$ cat src/rtl/kypd_pkg.sv
// Shared definitions for the keypad emulator: key positions, FSM encoding,
// and the minimum hold/release length.
`timescale 1ns/1ps
package kypd_pkg;

  // Eight cycles give the scanner two full 4-column sweeps per press/release.
  localparam int MIN_HOLD = 8;

  typedef enum logic [1:0] {
    ST_IDLE    = 2'd0,
    ST_PRESS   = 2'd1,
    ST_RELEASE = 2'd2,
    ST_DONE    = 2'd3
  } kypd_state_t;

  typedef struct packed {
    logic [1:0] col;
    logic [1:0] row;
  } key_pos_t;

  // (column, row) of every key on the 4x4 pad
  localparam key_pos_t POS_KEY_1 = '{col: 2'd0, row: 2'd0};
  localparam key_pos_t POS_KEY_4 = '{col: 2'd0, row: 2'd1};
  localparam key_pos_t POS_KEY_7 = '{col: 2'd0, row: 2'd2};
  localparam key_pos_t POS_KEY_0 = '{col: 2'd0, row: 2'd3};
  localparam key_pos_t POS_KEY_2 = '{col: 2'd1, row: 2'd0};
  localparam key_pos_t POS_KEY_5 = '{col: 2'd1, row: 2'd1};
  localparam key_pos_t POS_KEY_8 = '{col: 2'd1, row: 2'd2};
  localparam key_pos_t POS_KEY_F = '{col: 2'd1, row: 2'd3};
  localparam key_pos_t POS_KEY_3 = '{col: 2'd2, row: 2'd0};
  localparam key_pos_t POS_KEY_6 = '{col: 2'd2, row: 2'd1};
  localparam key_pos_t POS_KEY_9 = '{col: 2'd2, row: 2'd2};
  localparam key_pos_t POS_KEY_E = '{col: 2'd2, row: 2'd3};
  localparam key_pos_t POS_KEY_A = '{col: 2'd3, row: 2'd0};
  localparam key_pos_t POS_KEY_B = '{col: 2'd3, row: 2'd1};
  localparam key_pos_t POS_KEY_C = '{col: 2'd3, row: 2'd2};
  localparam key_pos_t POS_KEY_D = '{col: 2'd3, row: 2'd3};

endpackage

$ cat src/rtl/kypd_key_map.sv
// Hex key value to (column, row) position on the keypad; the inverse of the
// scanner's key decode.
`timescale 1ns/1ps
module kypd_key_map
  import kypd_pkg::*;
(
  input  logic [3:0] key,
  output logic [1:0] key_col,
  output logic [1:0] key_row
);

  key_pos_t pos;

  // Table lookup of the key position
  always_comb begin
    pos = POS_KEY_0;
    case (key)
      4'h0: pos = POS_KEY_0;
      4'h1: pos = POS_KEY_1;
      4'h2: pos = POS_KEY_2;
      4'h3: pos = POS_KEY_3;
      4'h4: pos = POS_KEY_4;
      4'h5: pos = POS_KEY_5;
      4'h6: pos = POS_KEY_6;
      4'h7: pos = POS_KEY_7;
      4'h8: pos = POS_KEY_8;
      4'h9: pos = POS_KEY_9;
      4'hA: pos = POS_KEY_A;
      4'hB: pos = POS_KEY_B;
      4'hC: pos = POS_KEY_C;
      4'hD: pos = POS_KEY_D;
      4'hE: pos = POS_KEY_E;
      4'hF: pos = POS_KEY_F;
      default: pos = POS_KEY_0;
    endcase
  end

  assign key_col = pos.col;
  assign key_row = pos.row;

endmodule

$ cat src/rtl/kypd_emulator.sv
// Keypad emulator: types a 4-digit hex code onto the active-low row lines in
// response to the scanner's column strobes, one press/release per digit.
//
// state      | meaning
// -----------+-----------------------------------------------
// ST_IDLE    | rows released, waiting for start
// ST_PRESS   | current digit held for HOLD_CYCLES
// ST_RELEASE | all keys released for GAP_CYCLES
// ST_DONE    | one-cycle done pulse, then back to idle
`timescale 1ns/1ps
module kypd_emulator
  import kypd_pkg::*;
#(
  parameter int HOLD_CYCLES = 16,
  parameter int GAP_CYCLES  = 16
) (
  input  logic        clk,
  input  logic        rst_n,
  input  logic        start,
  input  logic        abort,
  input  logic [15:0] code,
  input  logic [3:0]  col,
  output logic [3:0]  row,
  output logic        busy,
  output logic        done,
  output logic        key_active
);

  // Out-of-range lengths are clamped so the scanner always sees full sweeps.
  localparam int HOLD_EFF = (HOLD_CYCLES < MIN_HOLD) ? MIN_HOLD : HOLD_CYCLES;
  localparam int GAP_EFF  = (GAP_CYCLES  < MIN_HOLD) ? MIN_HOLD : GAP_CYCLES;
  localparam int CNT_MAX  = (HOLD_EFF > GAP_EFF) ? HOLD_EFF : GAP_EFF;
  localparam int CNT_W    = $clog2(CNT_MAX + 1);
  localparam logic [CNT_W-1:0] HOLD_LAST = CNT_W'(HOLD_EFF - 1);
  localparam logic [CNT_W-1:0] GAP_LAST  = CNT_W'(GAP_EFF - 1);

  kypd_state_t      state, state_nxt;
  logic [CNT_W-1:0] cnt, cnt_nxt;
  logic [1:0]       idx, idx_nxt;
  logic [15:0]      code_sr, code_sr_nxt;
  logic [1:0]       key_col, key_row;

  kypd_key_map u_key_map (
    .key     (code_sr[15:12]),
    .key_col (key_col),
    .key_row (key_row)
  );

  // State, cycle counter, digit index and code shift register
  always_ff @(posedge clk or negedge rst_n) begin
    if (!rst_n) begin
      state   <= ST_IDLE;
      cnt     <= '0;
      idx     <= '0;
      code_sr <= '0;
    end else begin
      state   <= state_nxt;
      cnt     <= cnt_nxt;
      idx     <= idx_nxt;
      code_sr <= code_sr_nxt;
    end
  end

  // Next-state logic and status outputs; abort outranks count expiry
  always_comb begin
    state_nxt   = state;
    cnt_nxt     = cnt + 1'b1;
    idx_nxt     = idx;
    code_sr_nxt = code_sr;
    busy        = 1'b1;
    done        = 1'b0;
    key_active  = 1'b0;

    case (state)
      ST_IDLE: begin
        busy    = 1'b0;
        cnt_nxt = '0;
        if (start) begin
          state_nxt   = ST_PRESS;
          code_sr_nxt = code;
          idx_nxt     = '0;
        end
      end
      ST_PRESS: begin
        key_active = 1'b1;
        if (cnt == HOLD_LAST) begin
          state_nxt = ST_RELEASE;
          cnt_nxt   = '0;
        end
      end
      ST_RELEASE: begin
        if (cnt == GAP_LAST) begin
          cnt_nxt = '0;
          if (idx != 2'd3) begin
            state_nxt   = ST_PRESS;
            idx_nxt     = idx + 2'd1;
            code_sr_nxt = {code_sr[11:0], 4'h0};
          end else begin
            state_nxt = ST_DONE;
          end
        end
      end
      ST_DONE: begin
        done      = ~abort;
        state_nxt = ST_IDLE;
        cnt_nxt   = '0;
        idx_nxt   = '0;
      end
      default: begin
        state_nxt = ST_IDLE;
        cnt_nxt   = '0;
      end
    endcase

    if (abort && (state != ST_IDLE)) begin
      state_nxt = ST_IDLE;
      cnt_nxt   = '0;
      idx_nxt   = '0;
    end
  end

  // Pull the key's row low only while its own column is strobed
  always_comb begin
    row = 4'b1111;
    if (key_active && !col[key_col]) begin
      row[key_row] = 1'b0;
    end
  end

endmodule

$ cat config.mk
export PLATFORM = sky130hd
export DESIGN_NAME = kypd_emulator
export DESIGN_NICKNAME = d
export VERILOG_FILES = /design/src/rtl/kypd_pkg.sv /design/src/rtl/kypd_key_map.sv /design/src/rtl/kypd_emulator.sv
export SDC_FILE = /design/constraint.sdc
export NUM_CORES = 1
export LEC_CHECK = 0
export BUFFER_PORTS_ARGS = -buffer_cell sky130_fd_sc_hd__buf_2
export CAP_MARGIN = 0
export CORE_ASPECT_RATIO = 0.6
export CORE_MARGIN = 4
export CORE_UTILIZATION = 32
export DETAILED_ROUTE_END_ITERATION = 10
export PLACE_DENSITY = 0.53
export RECOVER_POWER = 25
export SETUP_SLACK_MARGIN = 0.5
export SYNTH_ARGS = -nofsm -noshare
export SYNTH_HDL_FRONTEND = slang
export SYNTH_SLANG_ARGS = --single-unit
$ cat constraint.sdc
create_clock -name clk -period 1.85 [get_ports clk]
set_input_delay 0.37 -clock clk [delete_from_list [all_inputs] [get_ports clk]]
set_output_delay 0.37 -clock clk [all_outputs]
set_load 0.02 [all_outputs]
== Yosys cells after proc, flatten, opt, wreduce, memory -nomap -nowiden ==
Memory sizes are Yosys's and may differ from the RTL's.
Cells that the tools add are included.

* Bits in registers: 25
* Bits in latches: 0
* Memory bits (writable): 0
* Bits in read-only memories: 64
* Bits of input ports: 24
* Output and inout port bits: 7
* Word-level logic and storage cells: 63
* Memories: 1

* Add/subtract/negate cells: 2
* $mul: 0
* Div/mod/pow operators: 0
* Magnitude comparators: 3
* Equality and inequality tests: 12
* Shift-type cells: 0
* Muxes and demuxes: 26
* Bitwise operators: 2
* Reductions and logical operators: 13

{| class="wikitable"
|+ Memory list
! name !! words !! width !! rd ports !! clocked after Yosys merged registers in !! wr ports !! RTL line !! text
|-
| (name not given) || 16 || 4 || 1 || 0 || 0 || kypd_key_map.sv:17 || <nowiki>case (key)</nowiki>
|}

{| class="wikitable"
|+ Operators by type and width
! operator !! count
|-
| 2-to-1 mux 16 bit || 3
|-
| one-hot mux 16 bit (2 select lines) || 1
|-
| 2-to-1 mux 2 bit || 9
|-
| inequality test 3 bit, second input constant || 4
|-
| 2-to-1 mux 5 bit || 2
|-
| one-hot mux 5 bit (2 select lines) || 1
|-
| inequality test 2 bit, second input constant || 4
|-
| one-hot mux 2 bit (4 select lines) || 1
|-
| AND reduction 4 bit || 2
|-
| < comparator 2 x 3 -> 1 bit, second input constant || 2
|-
| one-hot mux 2 bit (3 select lines) || 1
|-
| adder 5 x 1 -> 5 bit, second input constant || 1
|-
| == test 5 x 4 -> 1 bit, second input constant || 1
|-
| 2-to-1 mux 1 bit || 5
|-
| == test 2 bit, second input constant || 2
|-
| 2-to-1 mux 4 bit || 1
|-
| inverter 4 bit || 1
|-
| nonzero test 2 bit || 2
|-
| nonzero test 4 bit || 1
|-
| OR reduction 2 bit || 2
|-
| logical AND 1 bit || 3
|-
| AND reduction 3 bit || 1
|-
| adder 2 x 1 -> 2 bit, second input constant || 1
|-
| binary-select mux 1 bit (select 2 bit) || 1
|-
| other kinds (6) || 6
|}

== Longest topological paths before layout ==
Gate-level depths: netlist (run 1).
An unclocked memory read counts as a cell.

* Depth in word-level cells: 7
* Mapped depth: 7
* Mapped depth without buffers: 6

== By module ==
From an unflattened synthesis (run 1), not the netlist that was laid out.

* Cells, all modules: 147
* Area, all modules: 1,416.4 sq um

{| class="wikitable"
|+ By module, submodules not included
! module !! times used !! cells each !! area an instance (sq um) !! sequential area each (sq um)
|-
| kypd_emulator || 1 || 135 || 1,327.5 || 625.6
|-
| kypd_key_map || 1 || 12 || 88.8 || 0.0
|}

== Worst setup path after synthesis (run 1) ==
Ideal clock, no wire load.

* Path type: reg-to-output
* Start: register code_sr[13]
* End: output row[0]
* Arrival time: 1,536 ps
* Setup slack: -56 ps
* Cell stages (with the launch flop): 6
* Path buffers: 1
* Path through: dfrtp_1 > buf_6 > and3_1 > a311o_1 > a221oi_2 > nand3_1

* Longest elaborated chain between the ends: 7
* Elaborated cells between the ends (all ways): 12

{| class="wikitable"
|+ Ends and longest elaborated chain
! item !! RTL line !! text
|-
| start: declaration || kypd_emulator.sv:40 || <nowiki>logic [15:0] code_sr, code_sr_nxt;</nowiki>
|-
| start signal: assignment || kypd_emulator.sv:60 || <nowiki>code_sr <= code_sr_nxt;</nowiki>
|-
| memory read (16 x 4 bit) * || -- ||
|-
| < comparator 2 x 3 -> 1 bit (not written as such) / greater-or-equal comparator 2 x 1 -> 1 bit (equally long branches) || kypd_emulator.sv:126 || <nowiki>row[key_row] = 1'b0;</nowiki>
|-
| logical AND 1 bit (not written as such) || kypd_emulator.sv:126 ||
|-
| 2-to-1 mux 1 bit (not written as such) || kypd_emulator.sv:126 ||
|-
| demux 1 bit (select 2 bit) || kypd_emulator.sv:126 ||
|-
| inverter 4 bit (no source line) || -- ||
|-
| 2-to-1 mux 4 bit * || kypd_emulator.sv:125 || <nowiki>if (key_active && !col[key_col]) begin</nowiki>
|-
| end: declaration || kypd_emulator.sv:23 || <nowiki>output logic [3:0] row,</nowiki>
|}

Mark *: on every way between the ends. The rest lies on a longest branch, timed or not. The select of a mux whose other input is x is not followed.

== Worst setup path in the final report (run 1) ==
* Start: register code_sr[15]
* End: output row[3]

The elaborated chain is that of the path after synthesis.

==> results.cfg, run 1 <==
[drt]
wl_per_cell_um = 16.33
first_iter_violations = 51
wl_um = 4735
wl_met3_um = 233
ant_nets = 0
vias_per_cell = 5.155
post-route-drc-count = 0
wl_met1_um = 2153
first_pass_iters = 4
vias = 1495
highest_layer = met4
dr_wl_met2_um = 2307

[logic_synthesis]
synth_edf_count = 0
syn_area_per_cell_um2 = 9.341
netlist_area_um2 = 1504
yosysTopAreaCell = dfrtp_1
ys_types = 42
syn-instance-count = 161
ys_ff_latch = 25
yosys_warnings = 0
ys_async_sr_fraction_pct = 100.0
synth_seq_area_share_pct = 41.60
yosys-top-cells-area = dfrtp_1 42%, mux2i_1 8.7%, nand2_1 6.7%
syn-num-nets = 191
synth_top_area_share_pct = 41.60
synth_ff_type = dfrtp_1

[grt]
grt_pass1_vias = 1600
antenna_found_initial = 0
grt_start_max_net_pins = 26
grt_overflow = 0
grt_util_all_layers_pct = 16.96
grt_pass1_wl_um = 7610

[placed_design]
hpwl_um = 2964
routabilityCongestion = 0.7868
pre_cts_slack_ns = -0.1846
io_buffers = 30

[setup_path]
worstPathMaxFanout = 4
worstSetupPathType = flop to primary output
worstPathArrival_ns = 1.89
startpoint_type = flop
critPathRequiredTime_ns = 1.48
critPathCaptureType = primary output

[timing]
worst_slew_pin_slew_ns = 1.398
setup_viol = 4
max_freq_mhz = 443.0
drv_slew = 0
post-route-period-util_pct = 122.0
skew_ns = 0.003280
post-route-min-period_ns = 2.257
hold_violations = 0
rsz0062_at_grt = yes
fin_ws_ns = -0.4072
relSlewSlack_pct = 6.779

[pwr]
peakVddDrop_v = 0.0006389
p_leak_nw = 1.169
power_density_nw_per_um2 = 1530

[clock_network]
h-tree-depth = 1
clock-sinks = 25
root_buffer = clkbuf_8
worstSkewPairLatency_ns = 0.27
clockBufferDepth = 2
numCtsBuffers = 3
clkTransAtPathRegs_ns = 0.09
cts_tree = yes

[floorplan]
initial_core_util_pct = 34.78
die_h_um = 61.10
core_area_um2 = 4324
ios = 31
die-area_um2 = 5896
rows = 18
die_w_um = 96.51

[final_layout]
drive_gt1_share_pct = 63.91
layout_common_cells = 25 x dfrtp_1, 22 x buf_2, 22 x buf_6
area_growth_pct = 77.37
n_antenna_cell = 0
fin_nets = 261
fill_cells = 347
final_common_cell = dfrtp_1
finalCoreUtilization_pct = 61.69

[hold_path]
hold_class = input port to flop

[run_status]
status = finished with violations
failed_checks = negative setup slack

[run]
cap_violations = 0
-- worst max-delay path: stages (launching register included) --
cell and delay, ns:
dfrtp_1 0.43, xor2_2 0.20, a311o_1 0.35, a221oi_4 0.36, nand3_2 0.13, buf_6 0.15
-- metal layers --
metal  vias to the layer above  global-route usage (%)
met3                         6                   4.274
met2                        37                   29.51
li1                        710                       -
met1                       742                   22.11
met5                         -                       0
met4                         0                   2.595
-- report_power, final --
part	total, mW	internal [mW]	leakage, nW	switching, mW
Sequential	0.954	0.751	0.321	0.203
Combinational	2.80	1.51	0.825	1.29
Clock	0.326	0.154	0.0228	0.172
Total	4.08	2.41	1.17	1.67
-- synth_stat cells, types with 2 or more instances --
master	instances
clkbuf_1	2
nand2b_1	3
buf_2	4
dfrtp_1	25
nor3_1	3
and3_1	2
nor2b_1	4
inv_1	5
o21ai_0	16
and4_1	2
mux2i_1	13
a21oi_1	5
nor4_1	2
buf_6	2
and3b_1	2
nand3b_1	2
nor2_1	5
nand2_1	27
nand3_1	8
ha_1	6
or2_2	2
-- worst paths after layout --
check / startpoint / endpoint / slack, ns / cells after the start
max: code_sr[15] / row[3] / -0.41 / 5
min: code[2] / code_sr[2] / 0.31 / 3
max reg2reg: state[0] / code_sr[12] / 0.06 / 10
min reg2reg: code_sr[6] / code_sr[6] / 0.51 / 2
max in group asynchronous: rst_n / code_sr[8] / 0.63 / 1
min in group asynchronous: rst_n / idx[0] / 0.41 / 1
-- registers in the layout (all words and copies together) (netlist names) --
signal / flops
idx: 2
state: 2
cnt: 5
code_sr: 16
-- cells by family after synthesis --
family / after synthesis / share of synthesized area [%]
simple gates: 67 / 22.96
compound gates: 33 / 14.23
flops: 25 / 41.60
xor+xnor: 3 / 2.247
buf+inv: 13 / 4.576
fa+ha+maj: 6 / 4.992
mux: 14 / 9.401
-- final cells by class --
class                           count  area (um2)  share of cell area (%)
Inverter                            5       26.28                  0.9850
Multi-Input combinational cell    123        1189                   44.56
Sequential cell                    25       625.6                   23.45
Clock buffer                        4       45.04                   1.689
Timing Repair Buffer               73       706.9                   26.50
Tap cell                           60       75.07                   2.814
-- stage by stage --
stage	setup TNS, ns	total power, mW	hold slack, ns	area (um2)	instances
after floorplan	-0.1578	2.057	0.07441	1623	161
after global placement	-0.4482	2.380	0.3965	1864	253
after detailed placement	-0.7244	2.453	0.4035	1864	253
after CTS	-1.758	3.653	0.1056	2441	283
after global routing	-2.151	4.336	0.3097	2668	290
final	-1.620	4.082	0.3078	2668	290
-- timing repair --
action	in CTS	in global routing
pin swaps	24	21
resized for setup	71	41
buffers inserted	23	7
gates cloned	3	0
hold buffers	0	0
endpoints found under the setup margin	27	32
Power figures use the tool's default switching activity.
==> run 2: changes to the inputs <==
CORE_UTILIZATION = 30   (was 32)
PLACE_DENSITY = 0.51   (was 0.53)
SYNTH_HIERARCHICAL = 1   (was not set)
==> run 2 against run 1 <==
Against the previous run:
- the flow still finishes with violations (negative setup slack)
- core utilization shrank 9.3 points
- flip-flop and latch count is the same
- sequential power decreased by 2%
- critical path depth grew 2
- clock power up 5%
- die area is 0.41% higher
- register-to-register slack worse by 0.04 ns
- largest cell class unchanged
- highest routed layer is now met3
==> results.cfg, run 2 <==
[grt]
busiest_layer = met2
gr-usage-met1_pct = 16.48
grt_overflow = 0
gr-usage-met3_pct = 3.054
met2_usage_pct = 21.57
antenna_found_initial = 0
grt_pass1_vias = 1312
grt_start_max_net_pins = 26
grt_util_all_layers_pct = 12.42
grt_pass1_wl_um = 6065

[placed_design]
io_buffers = 30
dpl-instance-area_um2 = 1785
hpwl_um = 2513
dp_cells = 246
routabilityCongestion = 0.7571

[timing]
rsz0062_at_grt = yes
skew_ns = 0.0009222
post-route-min-period_ns = 2.433
whs_ns = 0.2951
drv_slew = 0
worst_slew_pin_slew_ns = 1.378
relSlewSlack_pct = 8.128
hold_violations = 0
setup_viol = 4
fin_ws_ns = -0.5827
max_freq_mhz = 411.1
post-route-period-util_pct = 131.5

[final_layout]
area_growth_pct = 68.99
final_cells = 275
fin_area_um2 = 2394
layout_common_cells = 23 x dfrtp_1, 22 x buf_2, 19 x buf_4
fin_nets = 243
top_regs = code_sr: 16 flops, cnt: 5 flops
largest_reg_flops = 16
drive_gt1_share_pct = 59.91
n_antenna_cell = 0
regMostFlops = code_sr
fill_cells = 417
final_common_cell = dfrtp_1

[setup_path]
cp_top_family = multiplexers
critPathRequiredTime_ns = 1.48
crit_path_top_delay_cell = mux4_2
crit_path_cell_trace = nor2_2 > a21o_1 > mux2i_1 > mux4_2 > nor2b_4 > nand3b_1 > buf_6
worstPathArrival_ns = 2.06
worstSetupPathType = flop to primary output
worstPathMaxFanout = 5
slowest_delay_ns = 0.56
startpoint_type = flop
critPathCaptureType = primary output
rrSetupSlack_ns = 0.02
r2r.worst_path.cells = 9
cp_num_buf_inv = 1
cp.depth = 7

[logic_synthesis]
synth_ff_type = dfrtp_1
yosys-top-cells-area = dfrtp_1 44%, mux2i_1 11%, nand2_1 7.4%
yosys_warnings = 6
yosysTopAreaCell = dfrtp_1
ys_types = 35
syn_area_per_cell_um2 = 9.635
syn-instance-count = 147
synth_top_area_share_pct = 44.17
synthTopCellsByCount = 28 x nand2_1, 25 x dfrtp_1, 16 x mux2i_1
syn-num-nets = 177
ys_async_sr_fraction_pct = 100.0
ys_ff_latch = 25
synth_seq_area_share_pct = 44.17
netlist_area_um2 = 1416
synth_edf_count = 0
synth.most_common_cell = nand2_1

[floorplan]
initial_core_util_pct = 31.03
die_h_um = 61.23
ios = 31
die-area_um2 = 5921
rows = 19
die_w_um = 96.71
core_area_um2 = 4564

[run]
cap_violations = 0

[drt]
vias = 1315
wl_per_cell_um = 14.10
vias_per_cell = 4.782
ant_nets = 0
first_pass_iters = 4
first_iter_violations = 38
wl_um = 3878
post-route-drc-count = 0

[pwr]
p_switching_mw = 1.414
power.share.clock_pct = 9.5
p_leak_nw = 1.040
total_power_mw = 3.592
seq_power_share_pct = 26.0
peakVddDrop_v = 0.0004573
pwr-share-comb_pct = 64.4
internal_power_mw = 2.177
power_switching_share_pct = 39.38
power_density_nw_per_um2 = 1501

[run_status]
failed_checks = negative setup slack
status = finished with violations

[clock_network]
worstSkewPairLatency_ns = 0.27
clkTransAtPathRegs_ns = 0.09
numCtsBuffers = 3
cts_tree = yes
root_buffer = clkbuf_8
h-tree-depth = 1
clock-sinks = 25
ctsHoldBuffers = 0
clockBufferDepth = 2

[hold_path]
hold_class = input port to flop
holdPathStages = 3
==> run 2: changes by cell type in the layout (fill, tap and decap cells not counted), moves of 3 or more <==
cell / before / now
buf_6: 22 / 17
buf_16: 3 / 0
nand3_2: 4 / 1
nand2_1: 8 / 12
a21oi_1: 4 / 1
nand2_4: 9 / 5
mux2i_1: 13 / 16
o21ai_1: 3 / 6
==> run 2: cell families after synthesis <==
| logic type | synth area share [%] |
|---|---|
| compound gates | 12.37 |
| xor+xnor | 1.237 |
| fa+ha+maj | 5.300 |
| buf+inv | 3.092 |
| flops | 44.17 |
| mux | 12.90 |
| simple gates | 20.94 |
==> run 2: worst reg2reg max path, stage by stage (launching register included) <==
cell       delay [ns]
dfrtp_1          0.43
buf_6            0.14
inv_6            0.06
ha_4             0.16
buf_6            0.10
and3b_2          0.22
a41oi_4          0.32
clkbuf_16        0.23
nand2_2          0.04
o21ai_1          0.06
==> run 2: per-layer routing <==
| layer | vias to the layer above | wire length, um |
|---|---|---|
| li1 | 656 | - |
| met1 | 633 | 1952 |
| met2 | 26 | 1789 |
| met3 | 0 | 136 |
| met4 | 0 | 0 |
| met5 | - | 0 |
==> run 2: path summary, 6_finish.rpt <==
check                       startpoint     endpoint
max                        code_sr[13]       row[1]
min                            code[0]   code_sr[0]
max reg2reg                   state[0]  code_sr[15]
min reg2reg                code_sr[10]  code_sr[10]
max in group asynchronous        rst_n  code_sr[13]
min in group asynchronous        rst_n       cnt[0]
==> run 2: power groups by stage <==
stage	clock [mW]	combinational, mW	sequential [mW]
floorplan	0	1.01	0.891
global placement	0	1.36	0.907
detailed placement	0	1.38	0.918
CTS	0.352	1.84	0.927
global route	0.384	2.49	0.964
finish	0.343	2.31	0.934
==> run 2: cell type report <==
cell class,instances,area [um2],area share (%)
flip-flops and latches,25,628.1,26.24
well taps,63,78.83,3.293
repair buffers,66,593.1,24.78
inverters,5,26.28,1.098
clock inverters,1,7.507,0.3136
multi-input cells,112,1018,42.55
clock buffers,3,41.29,1.725
==> run 2: timing repair <==
action / in CTS / in global routing
gates resized for setup: 57 / 36
pin swaps: 20 / 19
cloned: 0 / 3
buffers inserted: 14 / 8
endpoints found under the setup margin: 27 / 30
==> run 2: metrics by stage <==
step	setup TNS, ns	util, %	worst slack (ns)
after floorplan	-0.7352	-	-0.2119
after global placement	-0.9636	39.12	-0.2513
after detailed placement	-1.180	39.12	-0.3099
after CTS	-2.383	46.57	-0.6184
after global routing	-3.127	52.44	-0.6963
final	-2.239	52.44	-0.5827
